**src/rtl/yp_sync_fifo_ex_if.sv**
```systemverilog
// yp_sync_fifo_ex_if: producer/consumer request and status bundle for yp_sync_fifo_ex
interface yp_sync_fifo_ex_if #(
  parameter int DATA_WIDTH = 8,
  parameter int FIFO_DEPTH = 32
);
  localparam int CW = $clog2(FIFO_DEPTH) + 1;
  logic i_clr, i_wr_en, i_rd_en;
  logic [DATA_WIDTH-1:0] i_data_in, o_data_out;
  logic o_valid, o_full, o_empty, o_almost_full, o_almost_empty, o_overflow, o_underflow;
  logic [CW-1:0] o_count;
  modport master (
    output i_clr, i_wr_en, i_rd_en, i_data_in,
    input o_data_out, o_valid, o_full, o_empty, o_almost_full, o_almost_empty,
    input o_count, o_overflow, o_underflow
  );
  modport slave (
    input i_clr, i_wr_en, i_rd_en, i_data_in,
    output o_data_out, o_valid, o_full, o_empty, o_almost_full, o_almost_empty,
    output o_count, o_overflow, o_underflow
  );
endinterface

```
**src/rtl/yp_sync_fifo_ex.sv**
```systemverilog
// yp_sync_fifo_ex: single-clock FIFO with registered/FWFT read, thresholds, count, sticky errors and flush
module yp_sync_fifo_ex #(
  parameter int DATA_WIDTH = 8,
  parameter int FIFO_DEPTH = 32,
  parameter bit FWFT       = 0,
  parameter int AF_THRESH  = FIFO_DEPTH - 2,
  parameter int AE_THRESH  = 2
) (
  input logic i_clk,
  input logic i_rstn,
  yp_sync_fifo_ex_if.slave fifo
);
  localparam int AW = $clog2(FIFO_DEPTH);
  localparam int PW = AW + 1;
  logic [DATA_WIDTH-1:0] mem [FIFO_DEPTH];
  logic [PW-1:0] wr_ptr, rd_ptr, count;
  logic empty, full, rd_acc, wr_acc, ovf, udf;
  // occupancy comes from the pointer difference; the extra wrap bit separates full from empty
  assign count = wr_ptr - rd_ptr;
  assign empty = count == '0;
  assign full = count == PW'(FIFO_DEPTH);
  assign rd_acc = fifo.i_rd_en & ~empty;
  assign wr_acc = fifo.i_wr_en & (~full | rd_acc);
  assign fifo.o_empty = empty;
  assign fifo.o_full = full;
  assign fifo.o_count = count;
  assign fifo.o_almost_full = count >= PW'(AF_THRESH);
  assign fifo.o_almost_empty = count <= PW'(AE_THRESH);
  assign fifo.o_overflow = ovf;
  assign fifo.o_underflow = udf;
  // pointers and sticky error flags; flush wins over any same-cycle request
  always_ff @(posedge i_clk or negedge i_rstn)
    if (!i_rstn) begin
      wr_ptr <= '0;
      rd_ptr <= '0;
      ovf <= 1'b0;
      udf <= 1'b0;
    end else if (fifo.i_clr) begin
      wr_ptr <= '0;
      rd_ptr <= '0;
      ovf <= 1'b0;
      udf <= 1'b0;
    end else begin
      wr_ptr <= wr_ptr + PW'(wr_acc);
      rd_ptr <= rd_ptr + PW'(rd_acc);
      ovf <= ovf | (fifo.i_wr_en & ~wr_acc);
      udf <= udf | (fifo.i_rd_en & empty);
    end
  // storage is never reset; a write during flush lands in a slot the reset pointers treat as free
  always_ff @(posedge i_clk)
    if (wr_acc) mem[wr_ptr[AW-1:0]] <= fifo.i_data_in;
  if (FWFT) begin : g_fwft
    assign fifo.o_data_out = mem[rd_ptr[AW-1:0]];
    assign fifo.o_valid = ~empty;
  end else begin : g_reg
    logic [DATA_WIDTH-1:0] data_q;
    logic valid_q;
    assign fifo.o_data_out = data_q;
    assign fifo.o_valid = valid_q;
    // registered read port: data holds its last value between accepted reads
    always_ff @(posedge i_clk or negedge i_rstn)
      if (!i_rstn) begin
        data_q <= '0;
        valid_q <= 1'b0;
      end else if (fifo.i_clr) begin
        data_q <= '0;
        valid_q <= 1'b0;
      end else begin
        valid_q <= rd_acc;
        if (rd_acc) data_q <= mem[rd_ptr[AW-1:0]];
      end
  end
endmodule

```
**src/flat_wrapper.sv**
```systemverilog
// flat-port wrapper written by rule: the top's interface ports become plain ports
module yp_sync_fifo_ex_flat 
#(
  parameter int DATA_WIDTH = 8,
  parameter int FIFO_DEPTH = 32,
  parameter bit FWFT       = 0,
  parameter int AF_THRESH  = FIFO_DEPTH - 2,
  parameter int AE_THRESH  = 2
)
  (i_clk, i_rstn, fifo_i_clr, fifo_i_wr_en, fifo_i_rd_en, fifo_i_data_in, fifo_o_data_out, fifo_o_valid, fifo_o_full, fifo_o_empty, fifo_o_almost_full, fifo_o_almost_empty, fifo_o_count, fifo_o_overflow, fifo_o_underflow);
  yp_sync_fifo_ex_if #(.DATA_WIDTH(DATA_WIDTH), .FIFO_DEPTH(FIFO_DEPTH)) fifo_i ();
  input logic i_clk;
  input logic i_rstn;
  input wire logic [$bits(fifo_i.i_clr)-1:0] fifo_i_clr;
  input wire logic [$bits(fifo_i.i_wr_en)-1:0] fifo_i_wr_en;
  input wire logic [$bits(fifo_i.i_rd_en)-1:0] fifo_i_rd_en;
  input wire logic [$bits(fifo_i.i_data_in)-1:0] fifo_i_data_in;
  output wire logic [$bits(fifo_i.o_data_out)-1:0] fifo_o_data_out;
  output wire logic [$bits(fifo_i.o_valid)-1:0] fifo_o_valid;
  output wire logic [$bits(fifo_i.o_full)-1:0] fifo_o_full;
  output wire logic [$bits(fifo_i.o_empty)-1:0] fifo_o_empty;
  output wire logic [$bits(fifo_i.o_almost_full)-1:0] fifo_o_almost_full;
  output wire logic [$bits(fifo_i.o_almost_empty)-1:0] fifo_o_almost_empty;
  output wire logic [$bits(fifo_i.o_count)-1:0] fifo_o_count;
  output wire logic [$bits(fifo_i.o_overflow)-1:0] fifo_o_overflow;
  output wire logic [$bits(fifo_i.o_underflow)-1:0] fifo_o_underflow;
  assign fifo_i.i_clr = fifo_i_clr;
  assign fifo_i.i_wr_en = fifo_i_wr_en;
  assign fifo_i.i_rd_en = fifo_i_rd_en;
  assign fifo_i.i_data_in = fifo_i_data_in;
  assign fifo_o_data_out = fifo_i.o_data_out;
  assign fifo_o_valid = fifo_i.o_valid;
  assign fifo_o_full = fifo_i.o_full;
  assign fifo_o_empty = fifo_i.o_empty;
  assign fifo_o_almost_full = fifo_i.o_almost_full;
  assign fifo_o_almost_empty = fifo_i.o_almost_empty;
  assign fifo_o_count = fifo_i.o_count;
  assign fifo_o_overflow = fifo_i.o_overflow;
  assign fifo_o_underflow = fifo_i.o_underflow;
  yp_sync_fifo_ex #(.DATA_WIDTH(DATA_WIDTH), .FIFO_DEPTH(FIFO_DEPTH), .FWFT(FWFT), .AF_THRESH(AF_THRESH), .AE_THRESH(AE_THRESH)) u_core (.i_clk(i_clk), .i_rstn(i_rstn), .fifo(fifo_i));
endmodule
```
**config.mk**
```make
export PLATFORM = sky130hd
export DESIGN_NAME = yp_sync_fifo_ex_flat
export DESIGN_NICKNAME = d
export VERILOG_FILES = /design/src/rtl/yp_sync_fifo_ex_if.sv /design/src/rtl/yp_sync_fifo_ex.sv /design/src/flat_wrapper.sv
export SDC_FILE = /design/constraint.sdc
export NUM_CORES = 1
export LEC_CHECK = 0
export ABC_AREA = 1
export BUFFER_PORTS_ARGS = -buffer_cell sky130_fd_sc_hd__buf_2
export CAP_MARGIN = 20
export CORE_MARGIN = 4
export CORE_UTILIZATION = 38
export DETAILED_ROUTE_END_ITERATION = 16
export SLEW_MARGIN = 20
export SYNTH_ARGS = -nofsm -noshare
export SYNTH_HDL_FRONTEND = slang
export SYNTH_SLANG_ARGS = --single-unit
```
**constraint.sdc**
```tcl
create_clock -name i_clk -period 3.04 [get_ports i_clk]
set_input_delay 0.608 -clock i_clk [delete_from_list [all_inputs] [get_ports i_clk]]
set_output_delay 0.608 -clock i_clk [all_outputs]
set_load 0.02 [all_outputs]
```
# Word level (Yosys, flattened, before mapping)
# Memory sizes are Yosys's and may differ from the RTL's.
# Index checks and enable logic that the tools add are counted.
# totals
register_bits	23
elab_cells	34
ram_bits	256
input_bits	13
n_memories	1
out_inout_bits	21
# mem_list
name	words	width	rd	rd_ports_with_merged_regs	wr	line	text
u_core.mem	32	8	1	0	1	yp_sync_fifo_ex.sv:15	logic [DATA_WIDTH-1:0] mem [FIFO_DEPTH];
# classes
order_cmp	2
n_bitwise	10
n_mux	9
addsub	3
n_reduce_logical	2
eq_ne	1
# op_table
operator	n
$mux 8	2
$add 6x1->6	2
$mux 6	2
$eq 6x6->1 const B	1
$ge 6x5->1 const B	1
$le 6x2->1 const B	1
$logic_not 6->1	1
$sub 6x6->6	1
$mux 1	5
$and 1x1->1	4
$not 1->1	3
$or 1x1->1	3
$reduce_bool 2->1	1

# Logic depth before layout (Yosys ltp)
# depth
ltp_word	10
mapped_depth	19

# Worst setup path after synthesis
# Ideal clock, no wire load.
# synth_path
path_kind	register -> register
from	register u_core.rd_ptr[3]
to	memory u_core.mem[19][0] (enable)
arrival_ps	2535
n_path_buf	3
t_required_ps	2657
setup_slack_ps	122
path_stages_with_launch	15
synth_period_minus_slack_ps	2918
cell_sequence	dfrtp_1 buf_2 inv_1 clkbuf_1 ha_1 nand2_1 inv_1 nand3_1 nand2_1 nand2_1 nand2_2 nand3_2 nand2_2 buf_6 nor3_1
# synth_between
elab_chain_cells	8
# synth_lines
element	line	text
start, declared	yp_sync_fifo_ex.sv:16	logic [PW-1:0] wr_ptr, rd_ptr, count;
start signal, assigned	yp_sync_fifo_ex.sv:45	rd_ptr <= rd_ptr + PW'(rd_acc);
$sub 6x6->6 (*)	yp_sync_fifo_ex.sv:19	assign count = wr_ptr - rd_ptr;
named net fifo_o_count[5]	flat_wrapper.sv:24	output wire logic [$bits(fifo_i.o_count)-1:0] fifo_o_count;
$logic_not 6->1	yp_sync_fifo_ex.sv:20	assign empty = count == '0;
$not 1->1	yp_sync_fifo_ex.sv:22	assign rd_acc = fifo.i_rd_en & ~empty;
$and 1x1->1	yp_sync_fifo_ex.sv:22	
$or 1x1->1 (*)	yp_sync_fifo_ex.sv:23	assign wr_acc = fifo.i_wr_en & (~full | rd_acc);
$and 1x1->1 (*)	yp_sync_fifo_ex.sv:23	
$mux 1 (*)	yp_sync_fifo_ex.sv:51	if (wr_acc) mem[wr_ptr[AW-1:0]] <= fifo.i_data_in;
$mux 1 (implied by the code) (*)	yp_sync_fifo_ex.sv:51	
end, declared	yp_sync_fifo_ex.sv:15	
# The timed path passes the listed nets; every way through them passes the cells marked *.

# Final worst setup path
# layout_path
from	register u_core.rd_ptr[0]
to	output port fifo_o_almost_empty
# layout_between
elab_chain_cells	2
# layout_lines
element	line	text
$sub 6x6->6	yp_sync_fifo_ex.sv:19	
$le 6x2->1	yp_sync_fifo_ex.sv:28	assign fifo.o_almost_empty = count <= PW'(AE_THRESH);
end, declared	flat_wrapper.sv:23	output wire logic [$bits(fifo_i.o_almost_empty)-1:0] fifo_o_almost_empty;
# Every way passes these cells.

==> metrics.md <==
| Metric | Value |
|---|---|
| Gr usage total | 17.32% |
| Clock slew at reported path FFs | 0.06 ns |
| Most instantiated library cell after synthesis | nand2_1 |
| DRC errors left | 0 |
| Fill cell count | 2958 |
| CP endpoint | fifo_o_almost_empty |
| Shortest period the worst path allows | 2.971 ns |
| Global placement routability congestion | 0.8456 |
| Htree depth | 1 |
| Post-synth cell types | 30 |
| Clock power frac | 31.2% |
| Mapped cell area | 12160 um^2 |
| Logic gate share of total power | 29.4% |
| CTS Root Buffer Type | clkbuf_16 |
| Synth warnings | 0 |
| Relative slew margins | 31.42% |
| Later-pin clock latency in the skew report | 0.55 ns |
| Crit start category | flop |
| Count of TritonRoute iterations in the first routing pass | 5 |
| Initial Utilization | 38.54% |
| Die span in x | 186.9 um |
| Switch share | 33.94% |
| Final setup fails | 0 |
| Net Count, Synth | 1201 |
| Synth Register Bits | 279 |
| Initial drt markers | 695 |
| Nets | 1231 |
| PD cells | 792.4 nW/um^2 |
| Sequential share of power | 39.4% |
| Num rows | 65 |
| CTS max path bufs | 3 |
| Die ar. | 34930 um^2 |
| VDD IR max | 0.0006262 V |
| Register area share after synthesis | 67.94% |
| TNS Setup | 0 ns |
| Syn Area/Cell | 10.33 um^2 |
| Initial antenna violation count | 1 |
| Cell Int Power | 7310 uW |
| Hold Vio Cnt, Final | 0 |
| P&R area growth vs syn | 14.81% |
| Die Ht | 186.9 um |
| FF-to-FF setup slack | 0.31 ns |
| Dpl hpwl | 18.27 mm |
| Vias | 8399 |
| P_leak | 0.005605 uW |
| Required time of the critical path | 2.43 ns |
| Share of cells above drive strength 1 | 13.51% |
| Global route overflow | 0 |
| Total Wirelength | 30.90 mm |
| F_max | 336.6 MHz |
| Crit. Startpoint | u_core.rd_ptr[0]$_DFF_PN0_ |
| Asr flop ratio synth | 8.244% |
| WP data arrival | 2.36 ns |
| Mapped Cells | 1178 |
| Port Buf Inserts | 33 |
| Critical-path maximum fanout | 2 |
| Synth Flop Type | edfxtp_1 |
| RSZ-0062 raised after global routing | yes |
| Max-slew violation count | 0 |
| Fin Clk Skew | 0.01045 ns |
| First-pass GRT wire length | 47.78 mm |
| CP endpoint kind | output pin |
| Kind of critical path | flop to output pin |
| Core ar. | 31560 um^2 |
| Worst R2R End | u_core.fifo.o_data_out[2]$_DFFE_PN0P_ |
| RR Startpoint | u_core.rd_ptr[0]$_DFF_PN0_ |
| Run status | finished clean |
| Max-Cap Viols | 0 |
| Post-DR wirelength/cell | 18.95 um |
| Vias in the first global route | 8348 |
| CTS tree | built |
| Clock sinks | 279 |
| # diodes | 0 |
| Synth cell count leaders | 453 x nand2_1, 256 x edfxtp_1, 140 x nand3_1, 79 x inv_1, 61 x nor2_1 |
| Top cell type's share of synthesized area | 63.20% |
| Top Ports | 34 |
| Post-DR vias/cell | 5.150 |
| EDFF count, synth | 256 |
| Reg2Reg Depth | 12 |
| Type of the tightest min-delay check | input pin to async pin |
| Sw power | 3756 uW |
| Synth area leaders | edfxtp_1 63%, nand2_1 14%, nand3_1 5.8%, dfrtp_1 4.7%, inv_1 2.4% |
| DRT antenna net count | 0 |
| Biggest area consumer among synthesized cells | edfxtp_1 |
| Period utilization | 97.73% |
| Total power | 11070 uW |
| Worst Max-Slew Pin Slew | 1.029 ns |
| Num CTS Buffers | 29 |
| Pin count of the biggest net entering global routing | 101 |
## routing by layer
layer	up-vias	wire, um	track usage, %
li1	3995	-	-
met1	4034	13340	23.57
met4	0	861	6.001
met2	308	14730	28.63
met3	62	1973	2.557
met5	-	0	0
## final cells by class
class	count	area, um^2	share of cell area, %
clock inverter	21	202.7	1.451
timing repair buffer	59	422.9	3.028
tap	402	503.0	3.602
multi-input combinational	756	3522	25.22
inverter	83	312.8	2.240
sequential	279	8268	59.21
clock buffer	31	733.2	5.250
## kinds of logic (layout without fill, tap and decap cells)
kind of cell,Yosys count,count (layout),share of synthesized area [%]
AND/OR/NAND/NOR,702,702,23.82
flip-flops,279,279,67.94
buffers and inverters,143,194,5.205
AO/OA/AOI/OAI,42,42,1.800
adder cells (fa/ha/maj),10,10,1.090
XOR/XNOR,2,2,0.1440
## repair_timing
action | 4_1_cts | 5_1_grt
buffers inserted | 2 | 0
pin swaps | 7 | 4
hold buffers | 0 | 0
gates resized for setup | 34 | 30
setup endpoints to repair | 244 | 100
## power by group through the flow
stage	registers, uW	logic (uW)	clock network [uW]
4_1_cts	4360	3140	3520
6_report	4360	3250	3460
2_1_floorplan	4500	1960	0
3_3_place_gp	4430	3000	0
5_1_grt	4370	3610	3690
3_5_place_dp	4440	3010	0
## per-stage QoR
step	worst slack (ns)	cells	area, um^2	hold slack (ns)	util [%]
3_5_place_dp	-0.07360	1577	12730	0.4878	40.35
4_1_cts	-0.05776	1631	13830	0.01461	43.84
5_1_grt	-0.04497	1631	13960	0.05423	44.25
6_report	0.06915	1631	13960	0.02784	44.25
2_1_floorplan	0.1218	1178	12160	0.3124	-
3_3_place_gp	-0.04095	1577	12730	0.4759	40.35
## cells in the final DEF (no fill, tap or decap), drive strengths merged
master    synthesis  final
a21oi             8      8
a311oi            1      1
a31oi             2      2
and2              1      1
and3              2      2
buf              45     59
bufinv            0      3
clkbuf           15     31
clkinv            1     17
clkinvlp          0      2
dfrtp            23     23
edfxtp          256    256
fa                1      1
ha                9      9
inv              82     82
nand2           457    457
nand3           142    142
nand4             1      1
nor2             63     63
nor3             36     36
o21a              1      1
o21ai            30     30
xor2              2      2
## registers in the layout, indices dropped and copies added (netlist names)
| signal | cells |
|---|---|
| u_core.mem | 256 |
| u_core.rd_ptr | 6 |
| u_core.fifo.o_overflow | 1 |
| u_core.fifo.o_data_out | 8 |
| u_core.wr_ptr | 6 |
| u_core.fifo.o_valid | 1 |
| u_core.fifo.o_underflow | 1 |
## how the worst min path moves through the flow
stage                                       from                                    end  slack [ns]  cells past startpoint
2_1_floorplan                             i_rstn  u_core.fifo.o_data_out[0]$_DFFE_PN0P_        0.31                      0
3_3_place_gp   u_core.fifo.o_underflow$_DFF_PN0_      u_core.fifo.o_underflow$_DFF_PN0_        0.48                      1
3_5_place_dp   u_core.fifo.o_underflow$_DFF_PN0_      u_core.fifo.o_underflow$_DFF_PN0_        0.49                      1
4_1_cts                                   i_rstn  u_core.fifo.o_data_out[6]$_DFFE_PN0P_        0.01                      1
5_1_grt                                   i_rstn             u_core.wr_ptr[5]$_DFF_PN0_        0.05                      1
6_report                                  i_rstn          u_core.fifo.o_valid$_DFF_PN0_        0.03                      1
## worst max-delay path: stages (launching register included)
cell and delay (ns):
dfrtp_4 0.48, ha_4 0.17, fa_2 0.37, xor2_2 0.18, nand3_2 0.12, buf_4 0.16
nor3_2 0.16, buf_4 0.17
Power figures use the tool's default switching activity.
